**config.mk**
```make
export PLATFORM = sky130hd
export DESIGN_NAME = range_frame_sequencer
export DESIGN_NICKNAME = d
export VERILOG_FILES = /design/src/rtl/range_frame_sequencer.sv
export SDC_FILE = /design/constraint.sdc
export NUM_CORES = 1
export LEC_CHECK = 0
export CAP_MARGIN = 20
export CELL_PAD_IN_SITES_DETAIL_PLACEMENT = 1
export CELL_PAD_IN_SITES_GLOBAL_PLACEMENT = 1
export CORE_UTILIZATION = 32
export CTS_CLUSTER_DIAMETER = 30
export CTS_CLUSTER_SIZE = 20
export DETAILED_ROUTE_END_ITERATION = 10
export PLACE_DENSITY_LB_ADDON = 0.25
export SYNTH_ARGS = -nofsm -noshare
export SYNTH_HDL_FRONTEND = slang
export SYNTH_SLANG_ARGS = --single-unit
```
**constraint.sdc**
```tcl
create_clock -name clock -period 3.25 [get_ports clock]
set_input_delay 0.4875 -clock clock [delete_from_list [all_inputs] [get_ports clock]]
set_output_delay 0.4875 -clock clock [all_outputs]
set_load 0.03 [all_outputs]
```
**src/rtl/range_frame_sequencer.sv**
```systemverilog
// Sample FIFO feeding the range-finder: replays buffered samples as gap-separated,
// bubble-free sessions of clamp(frame_len, 2, DEPTH) samples with go/finish framing.
module range_frame_sequencer #(
  parameter int WIDTH = 8,
  parameter int DEPTH = 16,
  parameter int LEN_W = 5
) (
  input  logic                     clock,
  input  logic                     reset,
  input  logic [WIDTH-1:0]         sample_in,
  input  logic                     sample_valid,
  output logic                     sample_ready,
  input  logic [LEN_W-1:0]         frame_len,
  output logic [WIDTH-1:0]         data_out,
  output logic                     go,
  output logic                     finish,
  output logic                     busy,
  output logic [$clog2(DEPTH):0]   fifo_count,
  output logic                     overflow
);

  localparam int PTR_W = $clog2(DEPTH);
  localparam int CNT_W = PTR_W + 1;
  localparam logic [31:0] DEPTH_W = 32'(DEPTH);

  typedef enum logic [1:0] {IDLE, STREAM, GAP} state_t;

  state_t             state, state_n;
  logic [WIDTH-1:0]   mem [DEPTH];
  logic [PTR_W-1:0]   wptr, rptr;
  logic [CNT_W-1:0]   rem, rem_n, eff_len;
  logic [WIDTH-1:0]   data_n;
  logic               go_n, finish_n, busy_n;
  logic               push, pop;

  assign sample_ready = (fifo_count != CNT_W'(DEPTH));
  assign push         = sample_valid && sample_ready;

  always_comb begin
    if (32'(frame_len) < 32'd2)
      eff_len = CNT_W'(2);
    else if (32'(frame_len) > DEPTH_W)
      eff_len = CNT_W'(DEPTH);
    else
      eff_len = CNT_W'(frame_len);
  end

  always_comb begin
    state_n  = state;
    rem_n    = rem;
    data_n   = '0;
    go_n     = 1'b0;
    finish_n = 1'b0;
    busy_n   = 1'b0;
    pop      = 1'b0;
    case (state)
      IDLE: begin
        // start decision uses the pre-edge count, so a same-edge push is not counted
        if (fifo_count >= eff_len) begin
          pop     = 1'b1;
          data_n  = mem[rptr];
          go_n    = 1'b1;
          busy_n  = 1'b1;
          rem_n   = eff_len - CNT_W'(1);
          state_n = STREAM;
        end
      end
      STREAM: begin
        pop    = 1'b1;
        data_n = mem[rptr];
        busy_n = 1'b1;
        rem_n  = rem - CNT_W'(1);
        if (rem == CNT_W'(1)) begin
          finish_n = 1'b1;
          state_n  = GAP;
        end
      end
      GAP: state_n = IDLE;
      default: state_n = IDLE;
    endcase
  end

  always_ff @(posedge clock) begin
    if (push) mem[wptr] <= sample_in;
  end

  always_ff @(posedge clock or posedge reset) begin
    if (reset) begin
      state      <= IDLE;
      rem        <= '0;
      wptr       <= '0;
      rptr       <= '0;
      fifo_count <= '0;
      data_out   <= '0;
      go         <= 1'b0;
      finish     <= 1'b0;
      busy       <= 1'b0;
      overflow   <= 1'b0;
    end else begin
      state    <= state_n;
      rem      <= rem_n;
      data_out <= data_n;
      go       <= go_n;
      finish   <= finish_n;
      busy     <= busy_n;
      if (push) wptr <= wptr + PTR_W'(1);
      if (pop)  rptr <= rptr + PTR_W'(1);
      case ({push, pop})
        2'b10:   fifo_count <= fifo_count + CNT_W'(1);
        2'b01:   fifo_count <= fifo_count - CNT_W'(1);
        default: fifo_count <= fifo_count;
      endcase
      if (sample_valid && !sample_ready) overflow <= 1'b1;
    end
  end

endmodule
```
==> out/qor.json, run 1 <==
{
  "run_status": {
    "status": "complete, no violations"
  },
  "detailed_routing": {
    "first_iter_violations": 211,
    "drc_errors": 0,
    "drt_first_pass_iters": 4,
    "drt.antenna.violating_nets": 0,
    "route.vias.total": 3634,
    "drt-vias-per-instance": 4.90,
    "route.detailed.wl_per_inst_microns": 20.0,
    "route.final.wire_length_microns": 14900
  },
  "cts": {
    "clk_path_buf_depth": 2,
    "tritoncts.num_buffers": 17,
    "numClockSinks": 160,
    "clk_pin_slew_worst_paths_ns": 0.06,
    "clockRootBuffer": "sky130_fd_sc_hd__clkbuf_16",
    "h-tree-depth": 4,
    "worst_skew_pair.late_latency_ns": 0.42,
    "tritoncts": "built"
  },
  "timing": {
    "slew-limit-headroom": 0.317,
    "timing_hold_violations_final": 0,
    "final_number_of_setup_violating_endpoints": 0,
    "slew_violations": 0,
    "final_hold_slack_ns": 0.316,
    "worst_clock_skew_ns": 0.00747,
    "layout_min_cycle_time_ns": 3.09,
    "worst_slew_pin_slew_ns": 1.02,
    "timing.fmax_mhz": 324,
    "post-route-period-util": 0.950,
    "grt_setup_unrepaired": "no"
  },
  "synthesis": {
    "synth_compound_gate_area_share": 0.0456,
    "synth-warning-count": 0,
    "syn-cell-area_sq_um": 6750,
    "synth_fp_nets": 417,
    "synth.yosys.seq_area_share": 0.689,
    "ys_ff_latch": 160,
    "synth_adder_area_share": 0.0345,
    "postSynth.asyncResetShare": 0.200,
    "synth_enable_flop_cells": 128,
    "syn-mean-instance-area_sq_um": 17.6,
    "synth_top_family_by_area": "multiplexers",
    "post_synth_inst_count": 383,
    "dominantRegCellSynth": "sky130_fd_sc_hd__edfxtp_1",
    "synth_xor_area_frac": 0.0143,
    "synth-simple-area-share": 0.0573,
    "post_synth_num_cell_types": 49,
    "yosys-mux-area-fraction": 0.130
  },
  "placement": {
    "globalplace.congestion": 0.801,
    "postPlaceCellArea_sq_um": 7610,
    "port-buffer-count": 33,
    "dpl.hpwl_microns": 9820
  },
  "global_routing": {
    "grt_antenna_before_repair": 0,
    "track_usage": 0.148,
    "grt_max_degree": 36,
    "first_global_vias": 4063,
    "overflow": 0,
    "global_route_wire_length_before_repair_microns": 23300
  },
  "floorplanning": {
    "initial_utilization": 0.330,
    "die_area_sq_um": 21700,
    "die_height_microns": 147,
    "core_sq_um": 20400,
    "rows": 52,
    "die-width_microns": 147,
    "io_pins": 34
  },
  "worst_setup_path": {
    "ordered_cell_list_for_the_critical_path": "clkdlybuf4s50_1 > inv_2 > o311ai_4 > inv_1 > ha_1 > nand2b_1 > a311o_1 > nand3_2 > inv_2 > ha_4 > ha_4 > nor2b_1 > o21ai_2 > a21oi_1 > or3b_1 > xnor2_1",
    "critPathMaxStageDelay_ns": 0.50,
    "start_kind": "primary input",
    "category_of_the_worst_setup_path_capture_point": "flip-flop",
    "setup.worst_path.class": "primary input to flip-flop",
    "critPathSlowestCell": "sky130_fd_sc_hd__clkdlybuf4s50_1",
    "worst_r2r_startpoint": "fifo_count[0]",
    "worstSetupStartpoint": "frame_len[4]",
    "worstSetupPathDepth": 16,
    "worstPathMaxFanout": 5,
    "r2r_cells": 13,
    "cp_data_required_time_ns": 3.55,
    "cp_top_family": "simple AND/OR/NAND/NOR gates",
    "critical_path_buf_inv_count": 4,
    "cp_data_arrival_time_ns": 3.39
  },
  "power_and_ir_drop": {
    "power_switching_share": 0.336,
    "p_int_mw": 5.05,
    "power.sequential.fraction": 0.385,
    "max-vdd-ir-drop_mv": 0.577,
    "totalPowerFinal_mw": 7.61,
    "comb_power_share": 0.350,
    "p_leak_nw": 2.95,
    "clock_power_share": 0.265,
    "power.switching_mw": 2.56,
    "power.density_nw_per_um2": 921
  },
  "job": {
    "maxCapViolations": 0
  },
  "finish": {
    "postLayoutCellArea_sq_um": 8270,
    "top_library_cells_by_usage_in_the_layout_fill_and_taps_aside": "128 x sky130_fd_sc_hd__edfxtp_1, 40 x sky130_fd_sc_hd__buf_4, 31 x sky130_fd_sc_hd__dfrtp_1",
    "mostFrequentLayoutCell": "sky130_fd_sc_hd__edfxtp_1",
    "finalNetCount": 493,
    "layout-drive-gt1-share": 0.229,
    "insertedDiodeCount": 0,
    "flow.area_growth_from_synthesis_pct": 22.5,
    "final_core_util": 0.405
  },
  "worst_hold_path": {
    "min-delay-path-class": "primary input to asynchronous set/reset pin"
  }
}
## logic make-up after synthesis
kind of cell	Yosys count
flops	160
simple gates	75
compound gates	43
mux	43
buf+inv	33
fa+ha+maj	18
xor+xnor	11
## final timing paths
path	to	slack [ns]
max	fifo_count[4]	0.16
min reg2reg	overflow	0.49
min in group clock	overflow	0.49
min	fifo_count[2]	0.32
max reg2reg	fifo_count[4]	0.37
max in group asynchronous	rem[2]	2.31
## final cells by class
class / instances / area [sq um]
Inverter: 15 / 56.3
Tap cell: 270 / 338
Timing Repair Buffer: 75 / 674
Clock buffer: 20 / 447
Multi-Input combinational cell: 190 / 1950
Clock inverter: 12 / 155
Sequential cell: 160 / 4650
Fill cell: 2030 / 12200
## routing by layer
metal  global-route usage  share of wire
met2                0.258           0.52
met3               0.0311          0.030
met5                    0              0
met1                0.181           0.44
met4               0.0495          0.015
## cell usage after synthesis, drive strengths merged, types with 3 or more instances
cell type | count | area [sq um]
a211oi | 17 | 143
a21oi | 5 | 25.0
buf | 16 | 126
dfrtp | 32 | 801
edfxtp | 128 | 3840
ha | 17 | 213
inv | 15 | 56.3
mux2i | 10 | 100
mux4 | 32 | 762
nand2 | 13 | 48.8
nand2b | 3 | 18.8
nand3 | 5 | 30.0
nor2 | 19 | 71.3
nor2b | 12 | 75.1
nor3 | 11 | 55.1
o21ai | 10 | 50.0
xnor2 | 7 | 61.3
xor2 | 4 | 35.0
## flip-flops by register name, summed over array words and instances (netlist names)
signal	flops
mem	128
data_out	8
fifo_count	5
rem	5
rptr	4
wptr	4
state	2
busy	1
finish	1
go	1
overflow	1
## power groups by stage
stage                     Clock (mW)  Combinational [mW]  Sequential [mW]
after floorplan                    0                1.75             2.94
after global placement             0                2.56             2.96
after detailed placement           0                2.65             2.98
after CTS                       2.06                2.67             2.94
after global routing            2.14                2.90             2.98
final                           2.02                2.67             2.93
## metrics by stage
| step | instances | setup TNS (ns) | setup WS [ns] |
|---|---|---|---|
| 6_report | 742 | 0 | 0.162 |
| 5_1_grt | 742 | 0 | 0.0341 |
| 4_1_cts | 740 | 0 | 0.0576 |
| 3_5_place_dp | 708 | -1.15 | -0.594 |
| 3_3_place_gp | 708 | -0.709 | -0.451 |
| 2_1_floorplan | 383 | 0 | 0.0544 |
## timing repair
action,in CTS,in global routing
hold buffers,0,0
endpoints found under the setup margin,1,1
pin swaps,1,1
gates resized for setup,6,4
buffers inserted,0,1
No activity file was read; power rests on OpenSTA's default activity.
==> inputs of run 2 (changes only) <==
SLEW_MARGIN = 20   (was not set)
==> out/qor.json, run 2 (synthesized netlist as in run 1, its figures left out) <==
{
  "cts": {
    "numClockSinks": {"value": 160, "change": "unchanged"},
    "tritoncts.num_buffers": {"value": 17, "change": "unchanged"},
    "tritoncts": {"value": "built", "change": "unchanged"},
    "clk_pin_slew_worst_paths": {"value": 0.06, "unit": "ns", "change": "about the same"},
    "clockRootBuffer": {"value": "sky130_fd_sc_hd__clkbuf_16", "change": "unchanged"},
    "clk_path_buf_depth": {"value": 2, "change": "unchanged"},
    "ctsHoldBuffers": {"value": 0, "change": "unchanged"},
    "h-tree-depth": {"value": 4, "change": "unchanged"},
    "worst_skew_pair.late_latency": {"value": 0.42, "unit": "ns", "change": "about the same"}
  },
  "detailed_routing": {
    "drt.antenna.violating_nets": {"value": 0, "change": "unchanged"},
    "drt_first_pass_iters": {"value": 4, "change": "unchanged"},
    "route.final.wire_length": {"value": 14800, "unit": "microns", "change": "was 14900 microns"},
    "route.vias.total": {"value": 3612, "change": "was 3634"},
    "route.detailed.wl_per_inst": {"value": 20.0, "unit": "microns", "change": "about the same"},
    "drc_errors": {"value": 0, "change": "unchanged"},
    "drt-vias-per-instance": {"value": 4.87, "change": "was 4.90"},
    "first_iter_violations": {"value": 183, "change": "was 211"}
  },
  "timing": {
    "worst_slew_pin_slew": {"value": 1.03, "unit": "ns", "change": "was 1.02 ns"},
    "timing_hold_violations_final": {"value": 0, "change": "unchanged"},
    "timing.fmax": {"value": 324, "unit": "MHz", "change": "about the same"},
    "slew_violations": {"value": 0, "change": "unchanged"},
    "final_number_of_setup_violating_endpoints": {"value": 0, "change": "unchanged"},
    "totalNegativeSetupSlack": {"value": 0, "unit": "ns", "change": "unchanged"},
    "layout_min_cycle_time": {"value": 3.09, "unit": "ns", "change": "about the same"},
    "grt_setup_unrepaired": {"value": "no", "change": "unchanged"},
    "post-route-period-util": {"value": 0.949, "change": "was 0.950"},
    "slew-limit-headroom": {"value": 0.312, "change": "was 0.317"},
    "final_hold_slack": {"value": 0.482, "unit": "ns", "change": "was 0.316 ns"},
    "worst_clock_skew": {"value": 0.00667, "unit": "ns", "change": "was 0.00747 ns"}
  },
  "finish": {
    "flow.area_growth_from_synthesis": {"value": 22.1, "unit": "%", "change": "was 22.5%"},
    "n_fill_cell": {"value": 2031, "change": "was 2030"},
    "largest_register_ffs": {"value": 128, "change": "unchanged"},
    "insertedDiodeCount": {"value": 0, "change": "unchanged"},
    "largest-register": {"value": "mem", "change": "unchanged"},
    "mostFrequentLayoutCell": {"value": "sky130_fd_sc_hd__edfxtp_1", "change": "unchanged"},
    "final_core_util": {"value": 0.403, "change": "was 0.405"},
    "finalNetCount": {"value": 492, "change": "was 493"},
    "finish.cell_count_without_fillers": {"value": 741, "change": "was 742"},
    "top_library_cells_by_usage_in_the_layout_fill_and_taps_aside": {"value": "128 x sky130_fd_sc_hd__edfxtp_1, 40 x sky130_fd_sc_hd__buf_4, 31 x sky130_fd_sc_hd__dfrtp_1", "change": "unchanged"},
    "largest_registers": {"value": "mem: 128 flops, data_out: 8 flops", "change": "unchanged"},
    "layout-drive-gt1-share": {"value": 0.227, "change": "was 0.229"}
  },
  "floorplanning": {
    "die_height": {"value": 147, "unit": "microns", "change": "unchanged"},
    "rows": {"value": 52, "change": "unchanged"},
    "die_area": {"value": 21700, "unit": "sq um", "change": "unchanged"},
    "die-width": {"value": 147, "unit": "microns", "change": "unchanged"},
    "io_pins": {"value": 34, "change": "unchanged"},
    "core": {"value": 20400, "unit": "sq um", "change": "unchanged"},
    "initial_utilization": {"value": 0.330, "change": "unchanged"}
  },
  "power_and_ir_drop": {
    "max-vdd-ir-drop": {"value": 0.577, "unit": "mV", "change": "about the same"},
    "p_leak": {"value": 2.94, "unit": "nW", "change": "was 2.95 nW"},
    "power.density": {"value": 922, "unit": "nW/um^2", "change": "was 921 nW/um^2"}
  },
  "worst_setup_path": {
    "cp_data_required_time": {"value": 3.55, "unit": "ns", "change": "about the same"},
    "category_of_the_worst_setup_path_capture_point": {"value": "flip-flop", "change": "unchanged"},
    "critPathMaxStageDelay": {"value": 0.50, "unit": "ns", "change": "about the same"},
    "critPathSlowestCell": {"value": "sky130_fd_sc_hd__clkdlybuf4s50_1", "change": "unchanged"},
    "start_kind": {"value": "primary input", "change": "unchanged"},
    "ordered_cell_list_for_the_critical_path": {"value": "clkdlybuf4s50_1 > inv_2 > o311ai_4 > inv_1 > ha_1 > nand2b_1 > a311o_1 > nand3_2 > inv_2 > ha_4 > ha_4 > nor2b_1 > o21ai_2 > a21oi_1 > or3b_1 > xnor2_1", "change": "unchanged"},
    "worstPathMaxFanout": {"value": 5, "change": "unchanged"},
    "cp_data_arrival_time": {"value": 3.39, "unit": "ns", "change": "about the same"},
    "setup.worst_path.class": {"value": "primary input to flip-flop", "change": "unchanged"}
  },
  "global_routing": {
    "overflow": {"value": 0, "change": "unchanged"},
    "grt_antenna_before_repair": {"value": 0, "change": "unchanged"},
    "first_global_vias": {"value": 4063, "change": "unchanged"},
    "grt_max_degree": {"value": 36, "change": "unchanged"},
    "global_route_wire_length_before_repair": {"value": 23300, "unit": "microns", "change": "unchanged"},
    "track_usage": {"value": 0.148, "change": "unchanged"}
  },
  "placement": {
    "placed_cells": {"value": 708, "change": "unchanged"},
    "port-buffer-count": {"value": 33, "change": "unchanged"},
    "globalplace.congestion": {"value": 0.801, "change": "unchanged"},
    "dpl.hpwl": {"value": 9820, "unit": "microns", "change": "unchanged"}
  },
  "worst_hold_path": {
    "min-delay-path-class": {"value": "primary input to asynchronous set/reset pin", "change": "unchanged"}
  },
  "run_status": {
    "status": {"value": "complete, no violations", "change": "unchanged"}
  },
  "job": {
    "maxCapViolations": {"value": 0, "change": "unchanged"}
  }
}
## run 2: cell types whose count changed in the layout (fill, tap and decap cells not counted)
cell,delta
sky130_fd_sc_hd__buf_16,-1
sky130_fd_sc_hd__inv_1,-1
sky130_fd_sc_hd__clkinv_1,+1
## run 2: stage by stage
stage          power, mW  instance area [sq um]  setup slack [ns]
2_1_floorplan       4.70                   6780            0.0544
6_report            7.60                   8240             0.165
4_1_cts             7.67                   8210            0.0576
3_3_place_gp        5.52                   7610            -0.451
5_1_grt             8.01                   8240            0.0341
3_5_place_dp        5.62                   7610            -0.594
## run 2: layout make-up
class	instances	area, sq um	share of cell area
Sequential cell	160	4650	0.564
Multi-Input combinational cell	190	1950	0.237
Timing Repair Buffer	74	647	0.0785
Clock buffer	20	447	0.0542
Tap cell	270	338	0.0410
Clock inverter	12	155	0.0188
Inverter	15	56.3	0.00683
## run 2: power by group
part | internal (mW) | switching, mW | total, mW
Clock | 1.18 | 0.830 | 2.01
Sequential | 2.58 | 0.353 | 2.93
Combinational | 1.29 | 1.36 | 2.66
## run 2: worst paths after layout
check,start,endpoint,slack (ns),cells after the start
setup reg to reg,fifo_count[0],fifo_count[4],0.38,13
max in group asynchronous,reset,rem[4],2.15,3
setup / recovery,frame_len[4],fifo_count[4],0.16,16
min in group clock,overflow,overflow,0.49,1
hold / removal,reset,fifo_count[4],0.48,2
hold reg to reg,overflow,overflow,0.49,1
## run 2: critical path: cells and delay by family
kind	cells	cell delay (ns)
buffers and inverters	4	0.71
AND/OR/NAND/NOR	4	0.74
adder cells (fa/ha/maj)	3	0.65
XOR/XNOR	1	0.13
AO/OA/AOI/OAI	4	0.66
## run 2: repair_timing
item | 4_1_cts | 5_1_grt
cloned | 0 | 0
pin swaps | 1 | 1
gates resized for setup | 6 | 4
buffers inserted | 0 | 1
setup endpoints to repair | 1 | 1
## run 2: per-layer routing
metal / GRT usage / routed length (microns) / vias to the layer above
met5: 0 / 0 / -
met4: 0.0495 / 223 / 0
met3: 0.0311 / 577 / 15
met2: 0.258 / 7700 / 71
met1: 0.181 / 6300 / 1875
li1: - / - / 1651
